**config.mk**
```make
export PLATFORM = sky130hd
export DESIGN_NAME = muldiv
export DESIGN_NICKNAME = d
export VERILOG_FILES = /design/src/rtl/muldiv.sv
export SDC_FILE = /design/constraint.sdc
export NUM_CORES = 2
export LEC_CHECK = 0
export CORE_MARGIN = 5
export CORE_UTILIZATION = 58
export CTS_CLUSTER_DIAMETER = 60
export DETAILED_ROUTE_END_ITERATION = 12
export PLACE_DENSITY = 0.8
export SYNTH_ARGS = -nofsm -noshare
export SYNTH_HDL_FRONTEND = slang
export SYNTH_SLANG_ARGS = --single-unit
```
**constraint.sdc**
```tcl
create_clock -name clk -period 5 [get_ports clk]
set_input_delay 0.5 -clock clk [delete_from_list [all_inputs] [get_ports clk]]
set_output_delay 0.5 -clock clk [all_outputs]
set_load 0.05 [all_outputs]
```
**src/rtl/muldiv.sv**
```systemverilog
// Iterative multiply/divide unit holding the HI/LO registers; 32 or 64 steps of one bit each.
// Build option MULDIV_FASTMUL_EN: single-cycle multiply via '*', divide stays iterative.
module muldiv (
   input  logic        clk,
   input  logic        rst,
   input  logic        start,
   input  logic        op,
   input  logic        sgn,
   input  logic        dword,
   input  logic [63:0] rs,
   input  logic [63:0] rt,
   input  logic        flush,
   input  logic        wrhi,
   input  logic        wrlo,
   input  logic [63:0] wrdata,
   output logic [63:0] hi,
   output logic [63:0] lo,
   output logic        busy,
   output logic        done
);

   typedef enum logic [1:0] {S_IDLE, S_RUN, S_FIX} state_t;

   state_t       r_state, w_next;
   logic         r_op, r_dword, r_neg_q, r_neg_r;
   logic [5:0]   r_cnt;
   logic [127:0] r_acc;
   logic [63:0]  r_x, r_y;
   logic [63:0]  r_hi, r_lo;
   logic         r_busy, r_done;

   logic         w_load, w_step, w_commit, w_last, w_cnt_last, w_align;
   logic [63:0]  w_a_ext, w_b_ext, w_a_mag, w_b_mag, w_x_src, w_x_init, w_y_init;
   logic         w_a_neg, w_b_neg;
   logic [64:0]  w_rem_sh;
   logic [63:0]  w_rem_sub, w_rem_next;
   logic         w_qbit;
   logic [127:0] w_p;
   logic [63:0]  w_q, w_r, w_res_hi, w_res_lo;
`ifdef MULDIV_FASTMUL_EN
   logic [127:0] w_fast_prod;
`else
   logic [127:0] w_mul_acc;
`endif

   // Operand magnitudes; word operands are first extended to 64 bits
   always_comb begin
      w_a_ext = dword ? rs : (sgn ? {{32{rs[31]}}, rs[31:0]} : {32'b0, rs[31:0]});
      w_b_ext = dword ? rt : (sgn ? {{32{rt[31]}}, rt[31:0]} : {32'b0, rt[31:0]});
      w_a_neg = sgn & w_a_ext[63];
      w_b_neg = sgn & w_b_ext[63];
      w_a_mag = w_a_neg ? (64'd0 - w_a_ext) : w_a_ext;
      w_b_mag = w_b_neg ? (64'd0 - w_b_ext) : w_b_ext;
`ifdef MULDIV_FASTMUL_EN
      w_align = op;
`else
      w_align = 1'b1;
`endif
      // Shift register is MSB-first, so word operands sit in the top half
      w_x_src  = op ? w_a_mag : w_b_mag;
      w_x_init = (dword || !w_align) ? w_x_src : {w_x_src[31:0], 32'b0};
      w_y_init = op ? w_b_mag : w_a_mag;
   end

   // One iteration: restoring-divide step and MSB-first shift-add
   always_comb begin
      w_rem_sh   = {r_acc[63:0], r_x[63]};
      w_qbit     = (w_rem_sh >= {1'b0, r_y});
      w_rem_sub  = w_rem_sh[63:0] - r_y;
      w_rem_next = w_qbit ? w_rem_sub : w_rem_sh[63:0];
`ifdef MULDIV_FASTMUL_EN
      w_fast_prod = {64'b0, r_x} * {64'b0, r_y};
`else
      w_mul_acc   = {r_acc[126:0], 1'b0} + (r_x[63] ? {64'b0, r_y} : 128'd0);
`endif
      w_cnt_last = (r_cnt == (r_dword ? 6'd63 : 6'd31));
`ifdef MULDIV_FASTMUL_EN
      w_last = !r_op || w_cnt_last;
`else
      w_last = w_cnt_last;
`endif
   end

   // Sign correction and result formatting; divide-by-zero and MININT/-1
   // fall out of the magnitude algorithm without special cases.
   always_comb begin
      w_p = r_neg_q ? (128'd0 - r_acc) : r_acc;
      w_q = r_neg_q ? (64'd0 - r_x) : r_x;
      w_r = r_neg_r ? (64'd0 - r_acc[63:0]) : r_acc[63:0];
      if (!r_op) begin
         if (r_dword) begin
            w_res_hi = w_p[127:64];
            w_res_lo = w_p[63:0];
         end else begin
            w_res_hi = {{32{w_p[63]}}, w_p[63:32]};
            w_res_lo = {{32{w_p[31]}}, w_p[31:0]};
         end
      end else begin
         if (r_dword) begin
            w_res_hi = w_r;
            w_res_lo = w_q;
         end else begin
            w_res_hi = {{32{w_r[31]}}, w_r[31:0]};
            w_res_lo = {{32{w_q[31]}}, w_q[31:0]};
         end
      end
   end

   // Next state: flush beats start; MTHI/MTLO abort only during RUN
   always_comb begin
      w_next   = r_state;
      w_load   = 1'b0;
      w_step   = 1'b0;
      w_commit = 1'b0;
      if (flush) begin
         w_next = S_IDLE;
      end else if (start) begin
         w_next = S_RUN;
         w_load = 1'b1;
      end else begin
         case (r_state)
            S_RUN: begin
               if (wrhi || wrlo) begin
                  w_next = S_IDLE;
               end else begin
                  w_step = 1'b1;
                  if (w_last) w_next = S_FIX;
               end
            end
            S_FIX: begin
               w_commit = 1'b1;
               w_next   = S_IDLE;
            end
            default: w_next = S_IDLE;
         endcase
      end
   end

   always_ff @(posedge clk) begin
      if (rst) begin
         r_state <= S_IDLE;
         r_busy  <= 1'b0;
      end else begin
         r_state <= w_next;
         r_busy  <= (w_next != S_IDLE);
      end
   end

   always_ff @(posedge clk) begin
      if (rst) begin
         r_op    <= 1'b0;
         r_dword <= 1'b0;
         r_neg_q <= 1'b0;
         r_neg_r <= 1'b0;
         r_cnt   <= '0;
         r_acc   <= '0;
         r_x     <= '0;
         r_y     <= '0;
      end else if (w_load) begin
         r_op    <= op;
         r_dword <= dword;
         r_neg_q <= w_a_neg ^ w_b_neg;
         r_neg_r <= w_a_neg;
         r_cnt   <= '0;
         r_acc   <= '0;
         r_x     <= w_x_init;
         r_y     <= w_y_init;
      end else if (w_step) begin
         r_cnt <= r_cnt + 6'd1;
         if (r_op) begin
            r_acc <= {64'b0, w_rem_next};
            r_x   <= {r_x[62:0], w_qbit};
         end else begin
`ifdef MULDIV_FASTMUL_EN
            r_acc <= w_fast_prod;
`else
            r_acc <= w_mul_acc;
            r_x   <= {r_x[62:0], 1'b0};
`endif
         end
      end
   end

   always_ff @(posedge clk) begin
      if (rst) begin
         r_hi   <= '0;
         r_lo   <= '0;
         r_done <= 1'b0;
      end else begin
         r_done <= w_commit;
         if (wrhi)          r_hi <= wrdata;
         else if (w_commit) r_hi <= w_res_hi;
         if (wrlo)          r_lo <= wrdata;
         else if (w_commit) r_lo <= w_res_lo;
      end
   end

   assign hi   = r_hi;
   assign lo   = r_lo;
   assign busy = r_busy;
   assign done = r_done;

endmodule

```
==> results.sh <==
export IMPL_worstSetupPathType="reg2reg"
export IMPL_fill_cells=5961
export IMPL_grt_first_pass_wirelength_mm=264
export IMPL_cp_start_kind="flop"
export IMPL_worst_slew_margin_rel_pct=23.9
export IMPL_cts_buffers=50
export IMPL_final_antenna_net_count=0
export IMPL_portBuffers=330
export IMPL_totalNegativeSetupSlack_ns=0
export IMPL_synth_async_sr_flop_share_pct=0
export IMPL_setup_viol_count_final=0
export IMPL_via_count=46269
export IMPL_power_density_nw_per_um2=226
export IMPL_gr_total_overflow=0
export IMPL_route_detailed_drc=0
export IMPL_synth_edf_count=0
export IMPL_result_of_the_run="finished, final reports clean"
export IMPL_mappedNetlistArea_um2=39100
export IMPL_synth_top_cells_by_count="sky130_fd_sc_hd__nand2_1, sky130_fd_sc_hd__nor2_1, sky130_fd_sc_hd__a21oi_1"
export IMPL_fin_hold_ws_ns=0.318
export IMPL_cts_hold_buffers=0
export IMPL_synth_largest_type_area_fraction_pct=20.4
export IMPL_yosys_cell_types_count=117
export IMPL_track_usage_pct=46.2
export IMPL_first_global_vias=41154
export IMPL_dr_first_iter_drc_count=7465
export IMPL_total_leakage_power_nw=17.6
export IMPL_areaGrowthSynthToFinish_pct=14.3
export IMPL_syn_num_nets=6026
export IMPL_root_buffer="sky130_fd_sc_hd__clkbuf_16"
export IMPL_timing_hold_worst_class="in2reg"
export IMPL_yosysSeqAreaShare_pct=20.4
export IMPL_setup_worst_path_end_class="flop"
export IMPL_cts_tree="built"
export IMPL_fin_skew_ns=0.0386
export IMPL_place_hpwl_mm=141
export IMPL_post_synth_main_area_contributors="sky130_fd_sc_hd__dfxtp_1, sky130_fd_sc_hd__a21oi_1, sky130_fd_sc_hd__nand2_1"
export IMPL_timing_max_cap_violations=0
export IMPL_h_tree_depth=2
export IMPL_dieWidth_um=270
export IMPL_synthMostInstantiatedCell="sky130_fd_sc_hd__nand2_1"
export IMPL_worstSkewPairLatency_ns=0.64
export IMPL_cts_max_path_buffers=3
export IMPL_max_slew_worst_pin_slew_ns=1.13
export IMPL_grt_use_met1_pct=58.7
export IMPL_io_pins=331
export IMPL_start_util_pct=58.3
export IMPL_required_ns=5.53
export IMPL_layout_drive_gt1_share_pct=6.87
export IMPL_power_ir_vdd_worst_uv=248
export IMPL_avgRoutedWirePerCell_um=27.2
export IMPL_routed_wirelength_mm=181
export IMPL_core_ar_um2=67000
export IMPL_final_nets=6089
export IMPL_gpl_final_weighted_congestion=1.10
export IMPL_timing_max_transition_violations_final=0
export IMPL_rows=95
export IMPL_ys_warn_count=0
export IMPL_postSynthRegisterBits=398
export IMPL_synth_area_per_cell_um2=6.87
export IMPL_yosys_most_used_dff="sky130_fd_sc_hd__dfxtp_1"
export IMPL_crit_path_max_fanout=46
export IMPL_grt_util_met3_pct=11.7
export IMPL_fmaxAchievable_ghz=0.217
export IMPL_post_synth_inst_count=5690
export IMPL_dr_pass1_iters=10
export IMPL_worst_ep_arrival_time_ns=5.13
export IMPL_global_route_usage_met2_pct=68.5
export IMPL_cts_resized_gates=0
export IMPL_cts_num_sinks=398
export IMPL_floorplan_die_area_um2=72700
export IMPL_final_hold_viol_count=0
export IMPL_die_height_um=270
export IMPL_vias_per_cell=6.93
export IMPL_grt_setup_unrepaired="false"
export IMPL_clk_transition_reported_paths_ns=0.07
export IMPL_netlist_top_cell_by_area="sky130_fd_sc_hd__dfxtp_1"
export IMPL_grt_max_degree=139
export IMPL_final_min_period_over_clock_period_pct=92.1
export IMPL_grt_antenna_before_repair=9
export IMPL_fin_crit_ns=4.60
export IMPL_post_cts_setup_buffer_count=0
export IMPL_global_route_peak_usage_layer="met2"
-- flip-flops by register name (all words and copies together), names as in the netlist, 2 cells and up --
register  count
r_y          64
r_cnt         6
hi           64
r_acc       128
lo           64
r_x          64
r_state       2
-- final timing paths --
check / from / endpoint / slack, ns / cells past startpoint
setup / recovery: r_x[63] / r_acc[97] / 0.40 / 18
hold / removal: wrhi / hi[8] / 0.32 / 3
setup reg to reg: r_x[63] / r_acc[97] / 0.40 / 18
hold reg to reg: r_y[29] / r_y[29] / 0.45 / 2
-- metal layers --
layer | vias to the layer above | wire length [um]
li1 | 20594 | -
met3 | 716 | 23400
met1 | 21478 | 66500
met2 | 3471 | 75400
met4 | 10 | 15800
met5 | - | 99
-- layout by cell type (no fill, tap or decap), types with 37 or more instances in the layout --
| cell type | count |
|---|---|
| sky130_fd_sc_hd__buf_4 | 161 |
| sky130_fd_sc_hd__clkbuf_16 | 50 |
| sky130_fd_sc_hd__nand4_1 | 72 |
| sky130_fd_sc_hd__and3_1 | 52 |
| sky130_fd_sc_hd__dfxtp_1 | 394 |
| sky130_fd_sc_hd__nand3_1 | 101 |
| sky130_fd_sc_hd__o211ai_1 | 50 |
| sky130_fd_sc_hd__o31ai_1 | 62 |
| sky130_fd_sc_hd__nor3_1 | 139 |
| sky130_fd_sc_hd__nor4_1 | 45 |
| sky130_fd_sc_hd__a21oi_1 | 618 |
| sky130_fd_sc_hd__o22ai_1 | 69 |
| sky130_fd_sc_hd__xnor2_1 | 275 |
| sky130_fd_sc_hd__o21ai_0 | 351 |
| sky130_fd_sc_hd__or3_1 | 77 |
| sky130_fd_sc_hd__inv_1 | 141 |
| sky130_fd_sc_hd__xor2_1 | 217 |
| sky130_fd_sc_hd__a31oi_1 | 55 |
| sky130_fd_sc_hd__mux2i_1 | 83 |
| sky130_fd_sc_hd__ha_1 | 133 |
| sky130_fd_sc_hd__clkdlybuf4s50_1 | 325 |
| sky130_fd_sc_hd__a211oi_1 | 107 |
| sky130_fd_sc_hd__nor2_1 | 621 |
| sky130_fd_sc_hd__o41ai_1 | 37 |
| sky130_fd_sc_hd__or4_1 | 47 |
| sky130_fd_sc_hd__a21o_1 | 79 |
| sky130_fd_sc_hd__nand2_1 | 759 |
-- metrics by stage --
stage / util [%] / instances / cell area [um^2] / power [mW] / setup WS (ns)
2_1_floorplan: - / 5690 / 39100 / 5.10 / 0.732
3_3_place_gp: 64.0 / 6574 / 42900 / 6.13 / 0.458
3_5_place_dp: 64.0 / 6574 / 42900 / 6.15 / 0.487
4_1_cts: 66.6 / 6668 / 44700 / 9.97 / 0.459
5_1_grt: 66.6 / 6669 / 44700 / 10.3 / 0.0634
6_report: 66.7 / 6672 / 44700 / 10.1 / 0.395
-- critical path: stages, from the launching register on --
cell	delay, ns
sky130_fd_sc_hd__dfxtp_1	0.35
sky130_fd_sc_hd__inv_2	0.07
sky130_fd_sc_hd__buf_4	0.43
sky130_fd_sc_hd__nor2_1	0.11
sky130_fd_sc_hd__ha_1	0.34
sky130_fd_sc_hd__and2b_1	0.17
sky130_fd_sc_hd__o2111ai_1	0.17
sky130_fd_sc_hd__a2111oi_1	0.39
sky130_fd_sc_hd__buf_4	0.19
sky130_fd_sc_hd__o21bai_1	0.10
sky130_fd_sc_hd__a21oi_1	0.41
sky130_fd_sc_hd__a41oi_1	0.38
sky130_fd_sc_hd__nor3_1	0.33
sky130_fd_sc_hd__o21a_1	0.19
sky130_fd_sc_hd__buf_12	0.19
sky130_fd_sc_hd__o2111a_1	0.19
sky130_fd_sc_hd__buf_4	0.19
sky130_fd_sc_hd__mux2i_1	0.21
sky130_fd_sc_hd__nand2_1	0.07
-- where the power goes --
group	switching [mW]	internal (mW)
Clock	1.62	2.25
Sequential	0.132	3.29
Combinational	1.85	0.936
Total	3.60	6.48
-- area by class of cell --
type	count	area [um^2]	area share (%)
Antenna cell	4	10.0	0.0224
Clock buffer	67	1390	3.10
Clock inverter	27	375	0.840
Inverter	144	541	1.21
Multi-Input combinational cell	4663	28700	64.1
Sequential cell	398	7980	17.9
Tap cell	873	1090	2.44
Timing Repair Buffer	496	4660	10.4
-- cell families after synthesis --
logic type	synth area share (%)
xor+xnor	11.1
fa+ha+maj	4.36
buf+inv	6.53
simple gates	25.9
compound gates	28.6
mux	3.16
flops	20.4
Note: power is estimated with default switching activity, not from simulation.
==> edit (same flow settings) <==
The 3 states of `state_t` get a one-hot encoding in 3 bits.
--- a/src/rtl/muldiv.sv
+++ b/src/rtl/muldiv.sv
@@ -19,7 +19,7 @@
    output logic        done
 );
 
-   typedef enum logic [1:0] {S_IDLE, S_RUN, S_FIX} state_t;
+   typedef enum logic [2:0] {S_IDLE = 3'b001, S_RUN = 3'b010, S_FIX = 3'b100} state_t;
 
    state_t       r_state, w_next;
    logic         r_op, r_dword, r_neg_q, r_neg_r;
Function: same outputs for any inputs over 4 cycles, from zero or initial values and one cycle with rst high; so few cycles prove little.
==> edit against the unedited design <==
- final cell count up 0.55%
- area after synthesis down 0.39%
- worst setup slack worse by 140 ps
- routed wire length down 0.17%
- sequential cell count up 1
- global-route usage up 0.45 points
- cell area down 0.30%
- power down 3.3%
- critical endpoint is now r_acc[66]
- largest cell class unchanged
==> edit: results (changes against the unedited design) <==
outcome:
  outcome: "finished clean"
global_route:
  gr-usage-met3_pct: 11.18  # -0.56 points
  grt_max_degree: 128  # -7.9%
  antenna_found_initial: 8  # -1
  met2_usage_pct: 69.03  # +0.55 points
  track_usage_pct: 46.66  # +0.45 points
  met1_usage_pct: 57.94  # -0.79 points
  grt_pass1_wl_um: 266600  # +1.1%
  grt_pass1_vias: 42270  # +2.7%
worst_setup_path:
  slowest_stage: "nor4b_1"
  arrival_ps: 5320  # +190 ps
  crit_path_max_incr_delay_ps: 570  # +140 ps
  critPathMaxFanout: 27  # -41%
cells_and_area:
  drive_above_1_share_pct: 6.309  # -0.56 points
  n_fill_cell: 6035  # +1.2%
  largest_register_ffs: 128  # unchanged
  registers.top_by_ff_count: "r_acc"
power_and_ir_drop:
  p_leak_nw: 17.11  # -2.9%
  ir_drop_mv: 0.2961  # +19%
clock_network:
  cts-root-buf: "clkbuf_16"
  h-tree-depth: 2  # unchanged
  clock_latency_ps: 650
  post-cts-setup-buffers: 0  # unchanged
  cts_resized: 0  # unchanged
  numCtsBuffers: 51  # +2.0%
  clk_pin_slew_ps: 60
  cts.path.max_buffers: 3  # unchanged
place:
  numPortBuffers: 330  # unchanged
  dp_hpwl_um: 140300  # -0.62%
  gp_congestion: 1.090  # -0.91%
  dpl-instance-area_um2: 42810  # -0.24%
route:
  drt-pass1-iter-count: 7  # -3
  drt_iter0_drc: 7429  # -0.48%
  vias: 46600  # +0.71%
  wl_per_cell_um: 26.96  # -0.72%
logic_synthesis:
  syn_nets: 6066  # +0.66%
  yosys-top-cells-count: "779 x nand2_1, 614 x a21oi_1, 611 x nor2_1"
  synth_ff_type: "dfxtp_1"
  ys_seq_area_share_pct: 20.51  # +0.13 points
  synth_area_leaders: "dfxtp_1 21%, a21oi_1 7.9%, nand2_1 7.5%"
  yosys_warnings: 0  # unchanged
  ys_async_sr_fraction_pct: 0  # unchanged
  synthDistinctLibCells: 98  # -16%
sta:
  clock_skew_ps: 43.30  # +4.661 ps
  finalSetupViolations: 0  # unchanged
  tightest_slew_ps: 967.1  # -159.9 ps
worst_hold_path:
  min_path_type: "primary input to flip-flop"
[edit: power breakdown]
part           total [mW]  internal, mW  switching [mW]
sequential           3.45          3.30           0.148
clock                3.87          2.24            1.62
combinational        2.43         0.833            1.60
[edit: worst max-delay path, delay by kind of cell (launching register included)]
family | cells | cell delay [ps]
flip-flops | 1 | 320
adder cells (fa/ha/maj) | 1 | 410
AO/OA/AOI/OAI | 3 | 1000
AND/OR/NAND/NOR | 8 | 2260
buffers and inverters | 3 | 700
[edit: area by class of cell]
class                           instances  area (um2)  share of cell area (%)
Antenna cell                            3       7.507                 0.01685
Clock buffer                           71        1441                   3.235
Clock inverter                         23       294.0                  0.6599
Inverter                              120       450.4                   1.011
Multi-Input combinational cell       4726       28670                   64.34
Sequential cell                       399        8000                   17.96
Tap cell                              873        1092                   2.452
Timing Repair Buffer                  494        4603                   10.33
[edit: path summary, 6_finish.rpt]
kind           start   endpoint  slack [ps]  depth (start not counted)
min              rst     lo[23]         350                          2
min reg2reg   r_y[6]     r_y[6]         450                          2
max          r_x[63]  r_acc[66]         260                         15
max reg2reg  r_x[63]  r_acc[66]         260                         15
[edit: logic make-up after synthesis]
kind of cell | after synthesis | synth area share (%)
AND/OR/NAND/NOR | 2181 | 26.04
AO/OA/AOI/OAI | 1823 | 29.31
buffers and inverters | 605 | 6.045
XOR/XNOR | 490 | 11.02
flip-flops | 399 | 20.51
adder cells (fa/ha/maj) | 135 | 4.375
multiplexers | 97 | 2.705
[edit: routing by layer]
metal	vias to the layer above	routed length, um
li1	20840	-
met1	21520	66010
met2	3389	74400
met3	839	21760
met4	10	18650
met5	-	74
[edit: stage by stage]
step | setup WS (ps) | hold slack (ps) | instances
after global routing | 73.09 | 386.6 | 6706
after floorplan | 1044 | 431.9 | 5730
after CTS | 348.7 | 337.3 | 6706
after global placement | 504.9 | 439.5 | 6612
final | 256.2 | 346.9 | 6709
after detailed placement | 378.6 | 444.1 | 6612
